**src/rtl/ro_meas_pkg.sv**
```systemverilog
// Shared types and constants for the ring-oscillator measurement controller.
package ro_meas_pkg;

  // Measurement sequencer states
  typedef enum logic [2:0] {
    ST_IDLE   = 3'd0,
    ST_CONFIG = 3'd1,
    ST_RUN    = 3'd2,
    ST_DRAIN  = 3'd3,
    ST_DONE   = 3'd4
  } meas_state_e;

  // Cycles spent with the oscillator off so edges still inside the synchronizer get counted
  localparam int DRAIN_CYC = 3;

  // Challenge field positions: [2:0] path selects, [5:3] bypass controls
  localparam int CHAL_SEL_LSB = 0;
  localparam int CHAL_SEL_MSB = 2;
  localparam int CHAL_BX_LSB  = 3;
  localparam int CHAL_BX_MSB  = 5;

endpackage

```
**src/rtl/ro_sync_edge.sv**
```systemverilog
// Two-flop synchronizer for the free-running oscillator output, followed by a
// rising-edge detector producing a single-cycle pulse per detected 0->1 transition.
module ro_sync_edge (
  input  logic i_clk,
  input  logic i_rst_n,
  input  logic i_async,
  output logic o_pulse
);

  logic r_meta;
  logic r_sync;
  logic r_sync_d;

  // Synchronizer chain plus one delayed copy for edge detection
  always_ff @(posedge i_clk or negedge i_rst_n) begin
    if (!i_rst_n) begin
      r_meta   <= 1'b0;
      r_sync   <= 1'b0;
      r_sync_d <= 1'b0;
    end else begin
      r_meta   <= i_async;
      r_sync   <= r_meta;
      r_sync_d <= r_sync;
    end
  end

  assign o_pulse = r_sync & ~r_sync_d;

endmodule

```
**src/rtl/ro_meas_ctrl.sv**
```systemverilog
// Ring-oscillator measurement controller: latches a challenge, settles the
// oscillator configuration, enables it for a fixed window, counts synchronized
// rising edges (saturating) and hands the count over with a valid/ready handshake.
// SETTLE_CYC and WINDOW_CYC must both be at least 1.
module ro_meas_ctrl
  import ro_meas_pkg::*;
#(
  parameter int SETTLE_CYC = 4,
  parameter int WINDOW_CYC = 1000,
  parameter int CNT_W      = 16
) (
  input  logic             i_clk,
  input  logic             i_rst_n,
  input  logic             i_start,
  input  logic [5:0]       i_chal,
  input  logic             i_ro_out,
  output logic [2:0]       o_sel,
  output logic [2:0]       o_bx,
  output logic             o_ro_en,
  output logic             o_busy,
  output logic [CNT_W-1:0] o_count,
  output logic             o_count_valid,
  input  logic             i_count_ready
);

  // One shared down-counter times every timed phase; size it for the longest one
  localparam int LONGEST = (WINDOW_CYC > SETTLE_CYC) ? WINDOW_CYC : SETTLE_CYC;
  localparam int SPAN    = (LONGEST > DRAIN_CYC) ? LONGEST : DRAIN_CYC;
  localparam int TIMER_W = $clog2(SPAN + 1);

  meas_state_e        r_state;
  logic [TIMER_W-1:0] r_timer;
  logic               r_start_pend;
  logic [2:0]         r_sel;
  logic [2:0]         r_bx;
  logic               r_ro_en;
  logic               r_busy;
  logic [CNT_W-1:0]   r_count;
  logic               r_count_valid;

  logic               w_edge;
  logic               w_timer_done;
  logic               w_counting;

  ro_sync_edge u_sync_edge (
    .i_clk   (i_clk),
    .i_rst_n (i_rst_n),
    .i_async (i_ro_out),
    .o_pulse (w_edge)
  );

  assign w_timer_done = (r_timer == '0);
  assign w_counting   = (r_state == ST_RUN) || (r_state == ST_DRAIN);

  // Sequencer with registered outputs and saturating edge counter.
  // An accepted START spends one cycle latching the challenge before CONFIG
  // begins; BUSY is already raised in that cycle so a second START is refused.
  always_ff @(posedge i_clk or negedge i_rst_n) begin
    if (!i_rst_n) begin
      r_state       <= ST_IDLE;
      r_timer       <= '0;
      r_start_pend  <= 1'b0;
      r_sel         <= 3'b000;
      r_bx          <= 3'b000;
      r_ro_en       <= 1'b0;
      r_busy        <= 1'b0;
      r_count       <= '0;
      r_count_valid <= 1'b0;
    end else begin
      if (w_counting && w_edge && (r_count != {CNT_W{1'b1}})) begin
        r_count <= r_count + CNT_W'(1);
      end

      case (r_state)
        ST_IDLE: begin
          if (r_start_pend) begin
            r_start_pend <= 1'b0;
            r_timer      <= TIMER_W'(SETTLE_CYC - 1);
            r_state      <= ST_CONFIG;
          end else if (i_start) begin
            r_sel        <= i_chal[CHAL_SEL_MSB:CHAL_SEL_LSB];
            r_bx         <= i_chal[CHAL_BX_MSB:CHAL_BX_LSB];
            r_count      <= '0;
            r_start_pend <= 1'b1;
            r_busy       <= 1'b1;
          end
        end

        ST_CONFIG: begin
          if (w_timer_done) begin
            r_timer <= TIMER_W'(WINDOW_CYC - 1);
            r_ro_en <= 1'b1;
            r_state <= ST_RUN;
          end else begin
            r_timer <= r_timer - TIMER_W'(1);
          end
        end

        ST_RUN: begin
          if (w_timer_done) begin
            r_timer <= TIMER_W'(DRAIN_CYC - 1);
            r_ro_en <= 1'b0;
            r_state <= ST_DRAIN;
          end else begin
            r_timer <= r_timer - TIMER_W'(1);
          end
        end

        ST_DRAIN: begin
          if (w_timer_done) begin
            r_count_valid <= 1'b1;
            r_state       <= ST_DONE;
          end else begin
            r_timer <= r_timer - TIMER_W'(1);
          end
        end

        ST_DONE: begin
          if (i_count_ready) begin
            r_count_valid <= 1'b0;
            r_busy        <= 1'b0;
            r_state       <= ST_IDLE;
          end
        end

        default: begin
          r_ro_en       <= 1'b0;
          r_busy        <= 1'b0;
          r_count_valid <= 1'b0;
          r_state       <= ST_IDLE;
        end
      endcase
    end
  end

  assign o_sel         = r_sel;
  assign o_bx          = r_bx;
  assign o_ro_en       = r_ro_en;
  assign o_busy        = r_busy;
  assign o_count       = r_count;
  assign o_count_valid = r_count_valid;

endmodule

```
**config.mk**
```make
export PLATFORM = sky130hd
export DESIGN_NAME = ro_meas_ctrl
export DESIGN_NICKNAME = d
export VERILOG_FILES = /design/src/rtl/ro_meas_pkg.sv /design/src/rtl/ro_sync_edge.sv /design/src/rtl/ro_meas_ctrl.sv
export SDC_FILE = /design/constraint.sdc
export NUM_CORES = 1
export LEC_CHECK = 0
export ABC_AREA = 1
export CAP_MARGIN = 20
export CORE_ASPECT_RATIO = 0.75
export CORE_UTILIZATION = 45
export DETAILED_ROUTE_END_ITERATION = 10
export GPL_TIMING_DRIVEN = 1
export MAX_ROUTING_LAYER = met4
export PLACE_DENSITY = 0.69
export SLEW_MARGIN = 10
export SYNTH_ARGS = -nofsm -noshare
export SYNTH_HDL_FRONTEND = slang
export SYNTH_SLANG_ARGS = --single-unit
```
**constraint.sdc**
```tcl
create_clock -name i_clk -period 4.6 [get_ports i_clk]
set_clock_uncertainty 0.05 [all_clocks]
set_input_delay 1.15 -clock i_clk [delete_from_list [all_inputs] [get_ports i_clk]]
set_output_delay 1.15 -clock i_clk [all_outputs]
set_load 0.02 [all_outputs]
```
Word level (Yosys, flattened, before mapping)
Index checks and enable logic that the tools add are counted.
Widths: inputs -> output; s select.
- flip-flop bits (word level): 42
- word-level logic and storage cells: 73
- reduce and logical (&&, ||, !) cells: 15
- add/sub/neg operators: 2
- equality and inequality tests: 13
- multiplexer cells: 25
- bitwise logic cells: 6
- operator list (cell ; count):
    $mux 16 ; 4
    $mux 10 ; 4
    $pmux 10 s4 ; 1
    $add 16x1->16 const B ; 1
    $ne 16x16->1 const B ; 1
    $ne 2x2->1 const B ; 8
    $mux 3 ; 5
    $pmux 3 s5 ; 1
    $reduce_and 3->1 ; 4
    $logic_not 10->1 ; 1
    $sub 10x1->10 const B ; 1
    $pmux 1 s3 ; 3
    $reduce_or 3->1 ; 3
    $mux 1 ; 7
    $eq 3x2->1 const B ; 2
    $not 1->1 ; 5
    $reduce_and 5->1 ; 1
    $reduce_and 4->1 ; 1
    $reduce_bool 4->1 ; 1
    $eq 3x1->1 const B ; 1
    $eq 3x3->1 const B ; 1
    $logic_not 3->1 ; 1
    $logic_and 1x1->1 ; 2
    $and 1x1->1 ; 1
    $logic_or 1x1->1 ; 1

Longest topological paths before layout
Gate-level depths: netlist of the first run.
- depth after elaboration: 8
- gate-level depth with buffers: 10

Hierarchy
From an unflattened synthesis of the first run, not the netlist that was laid out.
- cell total of the unflattened synthesis: 349
- area total of the unflattened synthesis: 2532.4 um^2
- by module, submodules not included (module ; times used ; cells each ; area an instance (um^2) ; sequential area each (um^2)):
    ro_meas_ctrl ; 1 ; 344 ; 2447.3 ; 975.9
    ro_sync_edge ; 1 ; 5 ; 85.1 ; 75.1

Least setup slack after synthesis of the first run
Ideal clock, no wire load.
- path type: input -> register
- start point: input i_start
- end point: register r_count[14] (netlist: o_count[14])
- path buffers: 1
- arrival time: 1692 ps
- stages on the path: 6
- path slack: 2736 ps
- path through: nand2_1 nor2_4 inv_2 buf_2 nand2_1 nor2_1
- cells in the longest elaborated chain, start to end: 3
- RTL lines (what ; line ; RTL):
    from (decl) ; ro_meas_ctrl.sv:14 ; input logic i_start,
    $mux 16 ; ro_meas_ctrl.sv:80 ; end else if (i_start) begin
    $mux 16 ; ro_meas_ctrl.sv:76 ; if (r_start_pend) begin
    $mux 16 ; ro_meas_ctrl.sv:74 ; case (r_state)
    to (signal assigned) ; ro_meas_ctrl.sv:71 ; r_count <= r_count + CNT_W'(1);
    to (decl) ; ro_meas_ctrl.sv:38 ; logic [CNT_W-1:0] r_count;
No other way between the ends.
A chain may end at the register's enable or synchronous reset.

Worst setup path after layout of the first run
- start point: register r_count[11] (netlist: o_count[11])
- end point: output o_count[11]
- RTL lines (what ; line ; RTL):
    to (decl) ; ro_meas_ctrl.sv:21 ; output logic [CNT_W-1:0] o_count,
No word-level cell between the ends.

==> results of run 1 <==
power by group through the flow:
stage,logic (W),clock network (W),registers (W)
finish,0.000768,0.000291,0.000535
CTS,0.000764,0.000298,0.000534
global placement,0.000753,0,0.000541
global route,0.000866,0.000318,0.000548
floorplan,0.000490,0,0.000586
detailed placement,0.000764,0,0.000539
cell usage after synthesis, types with 3 or more instances:
cell type,number
nand2_1,115
o21ai_2,3
inv_1,40
nor2_1,36
o21ai_0,10
xnor2_1,3
ha_1,3
inv_2,7
nand4_1,10
nand2_2,3
nand3_1,26
nor2_2,8
a21oi_1,10
dfrtp_1,42
xor2_1,5
area by class of cell:
type | instances | share of cell area (%)
multi-input combinational | 247 | 40.5
sequential | 42 | 35.3
timing repair buffer | 35 | 11.6
inverter | 47 | 5.92
tap | 72 | 3.03
clock buffer | 5 | 2.31
clock inverter | 3 | 1.34
layout by cell type, fill, tap and decap left out:
cell type          n
a21o_1             1
nor3_1             1
clkbuf_8           5
o211ai_1           1
nand3_2            1
inv_1             40
nand2_1          115
o21ai_1            2
xnor2_1            3
o21ai_2            3
o21a_1             1
clkinv_2           2
nor3_2             1
o21ai_0           10
inv_2              7
nor2_1            36
nand2_2            3
nand3_1           26
nand4_1           10
a21oi_2            1
a21oi_1           10
ha_1               3
and3_1             1
dfrtp_1           42
nor2_2             8
nor2_4             1
xor2_1             5
nor2_8             1
nand3_4            1
nand2_4            2
bufinv_16          1
clkdlybuf4s50_1   34
buf_2              1
layer usage:
| layer | vias up | global-route usage [%] | wire (um) |
|---|---|---|---|
| met3 | 2 | 4.74 | 450 |
| met5 | - | - | 0 |
| met1 | 992 | 34.0 | 2910 |
| met4 | 0 | 4.30 | 19 |
| met2 | 83 | 30.2 | 2120 |
| li1 | 1139 | - | - |
worst max-delay path by stage:
stage	end	slack, ns	cells past startpoint
after CTS	o_count[11]	1.96	1
after global placement	o_count[4]$_DFF_PN0_	1.95	6
final	o_count[11]	1.97	1
after detailed placement	o_count[1]$_DFF_PN0_	1.93	6
after global routing	o_count[11]	1.91	1
after floorplan	o_count[14]$_DFF_PN0_	2.74	6
per-stage QoR:
stage          setup WS [ns]  utilization [%]  hold WS (ns)  instances  instance area, um^2
3_3_place_gp            1.95             56.6         0.283        443                 2870
3_5_place_dp            1.93             56.6         0.285        443                 2870
5_1_grt                 1.91             58.8         0.318        451                 2980
6_report                1.97             58.8         0.299        451                 2980
2_1_floorplan           2.74                -         0.281        339                 2450
4_1_cts                 1.96             58.8         0.301        451                 2980
flip-flops by register name (all words and copies together), names as in the netlist, 3 cells and up:
name and flops:
o_bx 3, r_timer 10, o_count 16, r_state 3, o_sel 3
kinds of logic (layout without fill, tap and decap cells):
| kind of cell | after synthesis | count (layout) |
|---|---|---|
| xor+xnor | 8 | 8 |
| buf+inv | 50 | 90 |
| simple gates | 207 | 207 |
| fa+ha+maj | 3 | 3 |
| flops | 42 | 42 |
| compound gates | 29 | 29 |
==> metrics.csv, run 1 <==
metric,value,unit
largest net degree at the start of global routing,43,
top cell type's share of synthesized area,42.8,%
Synth Instances,339,
CP Capture Type,output port,
syn nets,353,
worst path required time,3.40,ns
P_int,0.000899,W
unrepaired setup endpoints after global routing,false,
final worst path period share,57.1,%
Post-CTS Setup Bufs,0,
Setup Crit Path Kind,flop to output port,
grt ovf,0,
Mapped Area,2450,um^2
Reg power frac,33.6,%
CTS tree,done,
Yosys reg bits,42,
"Top FF cell, synth",dfrtp_1,
reg2reg end,o_count[12]$_DFF_PN0_,
"Seq/Total Area, Yosys",42.8,%
Crit path largest cell delay,0.65,ns
reg-to-reg critical path startpoint,r_state[2]$_DFFE_PN0P_,
gr usage total,22.3,%
die area,5760,um^2
via count,2216,
ranking of synthesized cells by area,"dfrtp_1, nand2_1, inv_1, nor2_1, nand3_1",
endpoints failing setup,0,
row count,22,
sw frac,43.6,%
hold-critical path endpoint,u_sync_edge.r_sync$_DFF_PN0_,
Comb pwr share,48.2,%
area grow syn2layout,21.3,%
minimum clock period,2.63,ns
Die Ht,66.0,um
Async SR Flop Fraction,100,%
"Reg clk slew, reported paths",0.08,ns
main combinational cell family by area after synthesis,simple AND/OR/NAND/NOR gates,
slowest cell on the critical path,clkdlybuf4s50_1,
Initial Util,48.5,%
CTS Sinks,42,
clock power share,18.2,%
cts bufs inserted,5,
first-pass GRT wire length,9600,um
wire length per cell,12.2,um
Fill cells,486,
final hold vios,0,
Buf/Inv on CP,1,
Max Slew Vio Count,0,
critical path peak fanout,5,
"area leader, netlist",dfrtp_1,
area occupied by multi-input gates,1210,um^2
xor/xnor share of the synthesized area,2.85,%
DRT Wirelength,5500,um
CTS H-Tree Depth,2,
vias in the first global route,2074,
root buf cell,clkbuf_8,
diode count,0,
hold buffer count at CTS,0,
crit-path cells,clkdlybuf4s50_1,
PortBufs,35,
multiplexer share of the synthesized area,0,%
initial antenna violation count,0,
Worst setup startpoint,o_count[11]$_DFF_PN0_,
layout cell share with drive strength beyond 1,10.0,%
Setup TNS,0,ns
DRC,0,
WHS Path Cells,0,
Ys Warns,0,
DP HPWL,4000,um
Via-to-Cell Ratio,4.91,
IO Pins,36,
Crit path arrival time,1.43,ns
number of distinct library cells after synthesis,30,
clock latency on the worst-skew pair,0.29,ns
r2r worst-path depth,8,
Max-Cap Viols,0,
run status,"complete, no violations",
GPL Wtd Cong,0.906,
r2r setup slk,2.81,ns
FMAX,381,MHz
Routed Antenna Nets,0,
VDD IR max,0.000279,V
Synth Area in Compound Gates,6.83,%
hold_sp,u_sync_edge.r_meta$_DFF_PN0_,
CP Launch Type,flop,
worst slew pin tran,0.929,ns
Mapped Avg Cell Area,7.24,um^2
Final #Nets,392,
Leakage Power,1.50,nW
post-layout power,0.00159,W
width of the die,87.3,um
Synth Area in Simple Gates,37.9,%
maximum root-to-sink buffer count,2,
Tightest Hold Check Type,flop to flop,
adder-cell area share of the yosys netlist,1.53,%
switching power,0.000695,W
Detailed Route Iter0 Violations,208,
placeable core region,5060,um^2
Post-synth EDFFs,0,
PostCTS Resize Cnt,0,
Slew HR,38.1,%
drt first pass iters,6,
"delay-heaviest family, CP",buffers and inverters,
P per Cell Area,535,nW/um^2
Reg area,1050,um^2
Note: power is estimated with default switching activity, not from simulation.
==> run 2: changes to the inputs <==
--- a/config.mk
+++ b/config.mk
@@ -12,7 +12,7 @@
 export DETAILED_ROUTE_END_ITERATION = 10
 export GPL_TIMING_DRIVEN = 1
 export MAX_ROUTING_LAYER = met4
-export PLACE_DENSITY = 0.69
+export PLACE_DENSITY = 0.72
 export SLEW_MARGIN = 10
 export SYNTH_ARGS = -nofsm -noshare
 export SYNTH_HDL_FRONTEND = slang
==> constraint.sdc (replaced) <==
create_clock -name i_clk -period 2.2 [get_ports i_clk]
set_clock_uncertainty 0.05 [all_clocks]
set_input_delay 0.55 -clock i_clk [delete_from_list [all_inputs] [get_ports i_clk]]
set_output_delay 0.55 -clock i_clk [all_outputs]
set_load 0.02 [all_outputs]
==> metrics.csv, run 2 (synthesis results as in run 1) <==
metric,value,unit,change
Crit path depth,1,,unchanged
via count,2215,,-0.045%
unrepaired setup endpoints after global routing,false,,
CTS H-Tree Depth,2,,unchanged
Detailed Route Iter0 Violations,151,,-27%
DRT Wirelength,5500,um,about the same
worst path required time,1.60,ns,-1.80 ns
FMAX,494,MHz,
VDD IR max,0.000619,V,+120%
Crit path largest cell delay,0.65,ns,about the same
run status,"complete, no violations",,
largest net degree at the start of global routing,24,,-44%
Largest register FFs,16,,unchanged
Tightest Hold Check Type,primary input to asynchronous set/reset pin,,
wire length per cell,12.1,um,-0.51%
"Reg clk slew, reported paths",0.08,ns,about the same
post-layout power,0.00337,W,+110%
grt ovf,0,,unchanged
diode count,0,,unchanged
minimum clock period,2.03,ns,
Final #Nets,395,,+0.77%
Via-to-Cell Ratio,4.89,,-0.49%
Buf/Inv on CP,1,,unchanged
P per Cell Area,1120,nW/um^2,+110%
endpoints failing setup,0,,unchanged
die area,5760,um^2,unchanged
placeable core region,5060,um^2,unchanged
critical path peak fanout,6,,+1
Slew HR,75.9,%,+38 points
first-pass GRT wire length,9680,um,+0.79%
final worst path period share,92.1,%,
vias in the first global route,2104,,+1.4%
gr usage total,22.4,%,+0.13 points
"delay-heaviest family, CP",buffers and inverters,,
GPL Wtd Cong,0.873,,-3.6%
CTS tree,done,,
crit-path cells,clkdlybuf4s50_1,,
Setup Crit Path Kind,flop to output port,,
Max-Cap Viols,0,,unchanged
drt first pass iters,4,,-2
cts bufs inserted,5,,unchanged
Setup TNS,0,ns,unchanged
CP Capture Type,output port,,
width of the die,87.3,um,unchanged
DRC,0,,unchanged
area grow syn2layout,22.4,%,
Leakage Power,1.51,nW,+0.95%
worst slew pin tran,0.358,ns,-0.571 ns
Post-CTS Setup Bufs,0,,unchanged
PortBufs,35,,unchanged
final hold vios,0,,unchanged
slowest cell on the critical path,clkdlybuf4s50_1,,
maximum root-to-sink buffer count,2,,unchanged
most frequent cells in the layout,"nand2_1, dfrtp_1, inv_1",,
PostCTS Resize Cnt,0,,unchanged
Max Slew Vio Count,0,,unchanged
initial antenna violation count,0,,unchanged
row count,22,,unchanged
layout cell share with drive strength beyond 1,10.5,%,+0.47 points
DP HPWL,4140,um,+3.4%
IO Pins,36,,unchanged
Initial Util,48.5,%,unchanged
clock latency on the worst-skew pair,0.29,ns,about the same
"commonest non-fill, non-tap cell in the layout",nand2_1,,
Crit path arrival time,1.43,ns,about the same
root buf cell,clkbuf_8,,
r2r worst-path depth,6,,-2
Routed Antenna Nets,0,,unchanged
hold buffer count at CTS,0,,unchanged
CP Launch Type,flop,,
Die Ht,66.0,um,unchanged
CTS Sinks,42,,unchanged
[run 2: cell count changes in the layout (fill, tap and decap cells not counted), sizes merged]
cell	previous run	this run
clkbuf	5	6
clkinv	2	0
buf	1	4
[run 2: worst reg2reg max path, delay by kind of cell, from the launching register on]
| kind | cells | cell delay (ns) |
|---|---|---|
| adders and majority gates | 1 | 0.29 |
| DFF | 1 | 0.43 |
| and+or+nand+nor | 5 | 0.90 |
[run 2: path summary, 6_finish.rpt]
kind                                         startpoint                           end  slack, ns
max reg2reg                        o_count[0]$_DFF_PN0_         o_count[14]$_DFF_PN0_       0.42
min reg2reg                u_sync_edge.r_meta$_DFF_PN0_  u_sync_edge.r_sync$_DFF_PN0_       0.30
min in group i_clk         u_sync_edge.r_meta$_DFF_PN0_  u_sync_edge.r_sync$_DFF_PN0_       0.30
max                                o_count[2]$_DFF_PN0_                    o_count[2]       0.17
max in group asynchronous                       i_rst_n        r_timer[3]$_DFFE_PN0P_       1.69
min                                             i_rst_n            o_busy$_DFFE_PN0P_       0.17
[run 2: final cells by class]
cell class,count,area [um^2]
fillers,476,2060
multi-input cells,247,1210
flip-flops and latches,42,1050
repair buffers,38,368
inverters,47,176
well taps,72,90.1
clock buffers,6,82.6
clock inverters,1,30.0
[run 2: stage by stage]
stage / setup WS [ns] / util, % / cells / area, um^2 / hold WS [ns]
final: 0.175 / 59.3 / 453 / 3000 / 0.172
after global routing: 0.109 / 59.3 / 453 / 3000 / 0.187
after CTS: 0.162 / 59.3 / 453 / 3000 / 0.175
after detailed placement: 0.417 / 57.1 / 446 / 2890 / 0.285
after global placement: 0.489 / 57.1 / 446 / 2890 / 0.286
after floorplan: 0.571 / - / 339 / 2450 / 0.204
[run 2: power by group]
group,total [W],internal [W],switching (W)
sequential,0.00113,0.000971,0.000159
clock,0.000621,0.000363,0.000258
combinational,0.00162,0.000583,0.00104
[run 2: routing by layer]
metal / up-vias / GRT usage [%] / part of all wire (%)
li1: 1149 / - / -
met1: 1013 / 33.9 / 55
met2: 48 / 31.1 / 40
met3: 5 / 3.75 / 4.3
met4: 0 / 5.53 / 0.69
met5: - / - / 0
==> run 3: changes to the inputs <==
==> constraint.sdc (replaced) <==
create_clock -name i_clk -period 2.2 [get_ports i_clk]
set_clock_uncertainty 0.05 [all_clocks]
set_input_delay 0.22 -clock i_clk [delete_from_list [all_inputs] [get_ports i_clk]]
set_output_delay 0.22 -clock i_clk [all_outputs]
set_load 0.02 [all_outputs]
==> metrics.csv, run 3 (synthesis results as in run 1) <==
metric,value,unit,change
run status,"complete, no violations",,
die area,5760,um^2,unchanged
minimum clock period,1.72,ns,-0.308 ns
area grow syn2layout,21.4,%,
critical path peak fanout,6,,unchanged
Slew HR,63.9,%,-12 points
drt first pass iters,4,,unchanged
Final #Nets,395,,unchanged
Largest register FFs,16,,unchanged
FMAX,582,MHz,+18%
wire length per cell,12.0,um,-1.3%
first-pass GRT wire length,9270,um,-4.2%
Max Slew Vio Count,0,,unchanged
post-layout power,0.00323,W,-4.1%
CP Capture Type,flop,,
root buf cell,clkbuf_8,,
PostCTS Resize Cnt,0,,unchanged
final worst path period share,78.0,%,-14 points
gr usage total,21.5,%,-0.98 points
"Reg clk slew, reported paths",0.08,ns,about the same
PortBufs,35,,unchanged
Detailed Route Iter0 Violations,163,,+7.9%
CTS Sinks,42,,unchanged
worst slew pin tran,0.542,ns,+0.184 ns
Tightest Hold Check Type,flop to flop,,
Setup TNS,0,ns,unchanged
Initial Util,48.5,%,unchanged
DRC,0,,unchanged
Crit path arrival time,1.85,ns,+0.42 ns
Max-Cap Viols,0,,unchanged
most frequent cells in the layout,"nand2_1, dfrtp_1, inv_1",,
cts bufs inserted,5,,unchanged
Setup Crit Path Kind,flop to flop,,
DP HPWL,4100,um,-0.84%
CTS tree,done,,
DRT Wirelength,5440,um,-1.0%
GPL Wtd Cong,0.893,,+2.3%
endpoints failing setup,0,,unchanged
grt ovf,0,,unchanged
Die Ht,66.0,um,unchanged
largest net degree at the start of global routing,43,,+79%
layout cell share with drive strength beyond 1,10.2,%,-0.29 points
via count,2192,,-1.0%
IO Pins,36,,unchanged
Post-CTS Setup Bufs,0,,unchanged
CP Launch Type,flop,,
width of the die,87.3,um,unchanged
worst path required time,2.33,ns,+0.73 ns
P per Cell Area,1080,nW/um^2,-3.3%
initial antenna violation count,0,,unchanged
"commonest non-fill, non-tap cell in the layout",nand2_1,,
VDD IR max,0.000535,V,-14%
final hold vios,0,,unchanged
Routed Antenna Nets,0,,unchanged
Leakage Power,1.50,nW,-0.84%
placeable core region,5060,um^2,unchanged
diode count,0,,unchanged
clock latency on the worst-skew pair,0.29,ns,about the same
unrepaired setup endpoints after global routing,false,,
Via-to-Cell Ratio,4.83,,-1.3%
vias in the first global route,1971,,-6.3%
maximum root-to-sink buffer count,2,,unchanged
CTS H-Tree Depth,2,,unchanged
row count,22,,unchanged
hold buffer count at CTS,1,,+1
-- run 3: metal layers --
layer  share of wire [%]  track usage, %  wire length [um]  vias up
met2                  40            29.7              2160       65
li1                    -               -                 -     1151
met1                  54            32.9              2940      974
met3                 6.0            3.75               328        2
met5                   0               -                 0        -
met4                0.18            3.69                10        0
-- run 3: cell type report --
cell class | count | area (um^2)
fill | 481 | 2080
multi-input combinational | 247 | 1210
sequential | 42 | 1050
timing repair buffer | 38 | 370
inverter | 47 | 176
tap | 72 | 90.1
clock buffer | 6 | 72.6
clock inverter | 2 | 13.8
-- run 3: power by group --
| part | switching [W] | internal [W] |
|---|---|---|
| registers | 0.000152 | 0.000970 |
| clock network | 0.000257 | 0.000224 |
| logic | 0.00105 | 0.000583 |
| total | 0.00146 | 0.00178 |
-- run 3: final timing paths --
kind | from | endpoint | slack, ns | cells past startpoint
worst min register to register | u_sync_edge.r_meta$_DFF_PN0_ | u_sync_edge.r_sync$_DFF_PN0_ | 0.31 | 0
min in group asynchronous | i_rst_n | r_timer[9]$_DFFE_PN0P_ | 0.47 | 3
max in group asynchronous | i_rst_n | o_ro_en$_DFFE_PN0P_ | 1.24 | 3
worst max register to register | r_timer[0]$_DFFE_PN0P_ | r_timer[2]$_DFFE_PN0P_ | 0.48 | 9
worst max-delay path | r_timer[0]$_DFFE_PN0P_ | r_timer[2]$_DFFE_PN0P_ | 0.48 | 9
worst min-delay path | u_sync_edge.r_meta$_DFF_PN0_ | u_sync_edge.r_sync$_DFF_PN0_ | 0.31 | 0
-- run 3: critical path, cell delays in order, from the launching register on --
cell	delay, ns
dfrtp_1	0.38
inv_1	0.15
ha_1	0.18
nand3_1	0.12
inv_1	0.07
nand2_1	0.10
nand2_1	0.13
nand2_1	0.20
o211ai_1	0.15
nand2_1	0.07
-- run 3: through the flow --
step	setup WS, ns	hold WS, ns	utilization, %	cells	area [um^2]
floorplan	0.571	-0.126	-	339	2450
global placement	0.573	0.276	56.9	445	2880
detailed placement	0.508	0.281	56.9	445	2880
CTS	0.503	0.315	58.8	454	2980
global route	0.347	0.313	58.8	454	2980
finish	0.483	0.311	58.8	454	2980
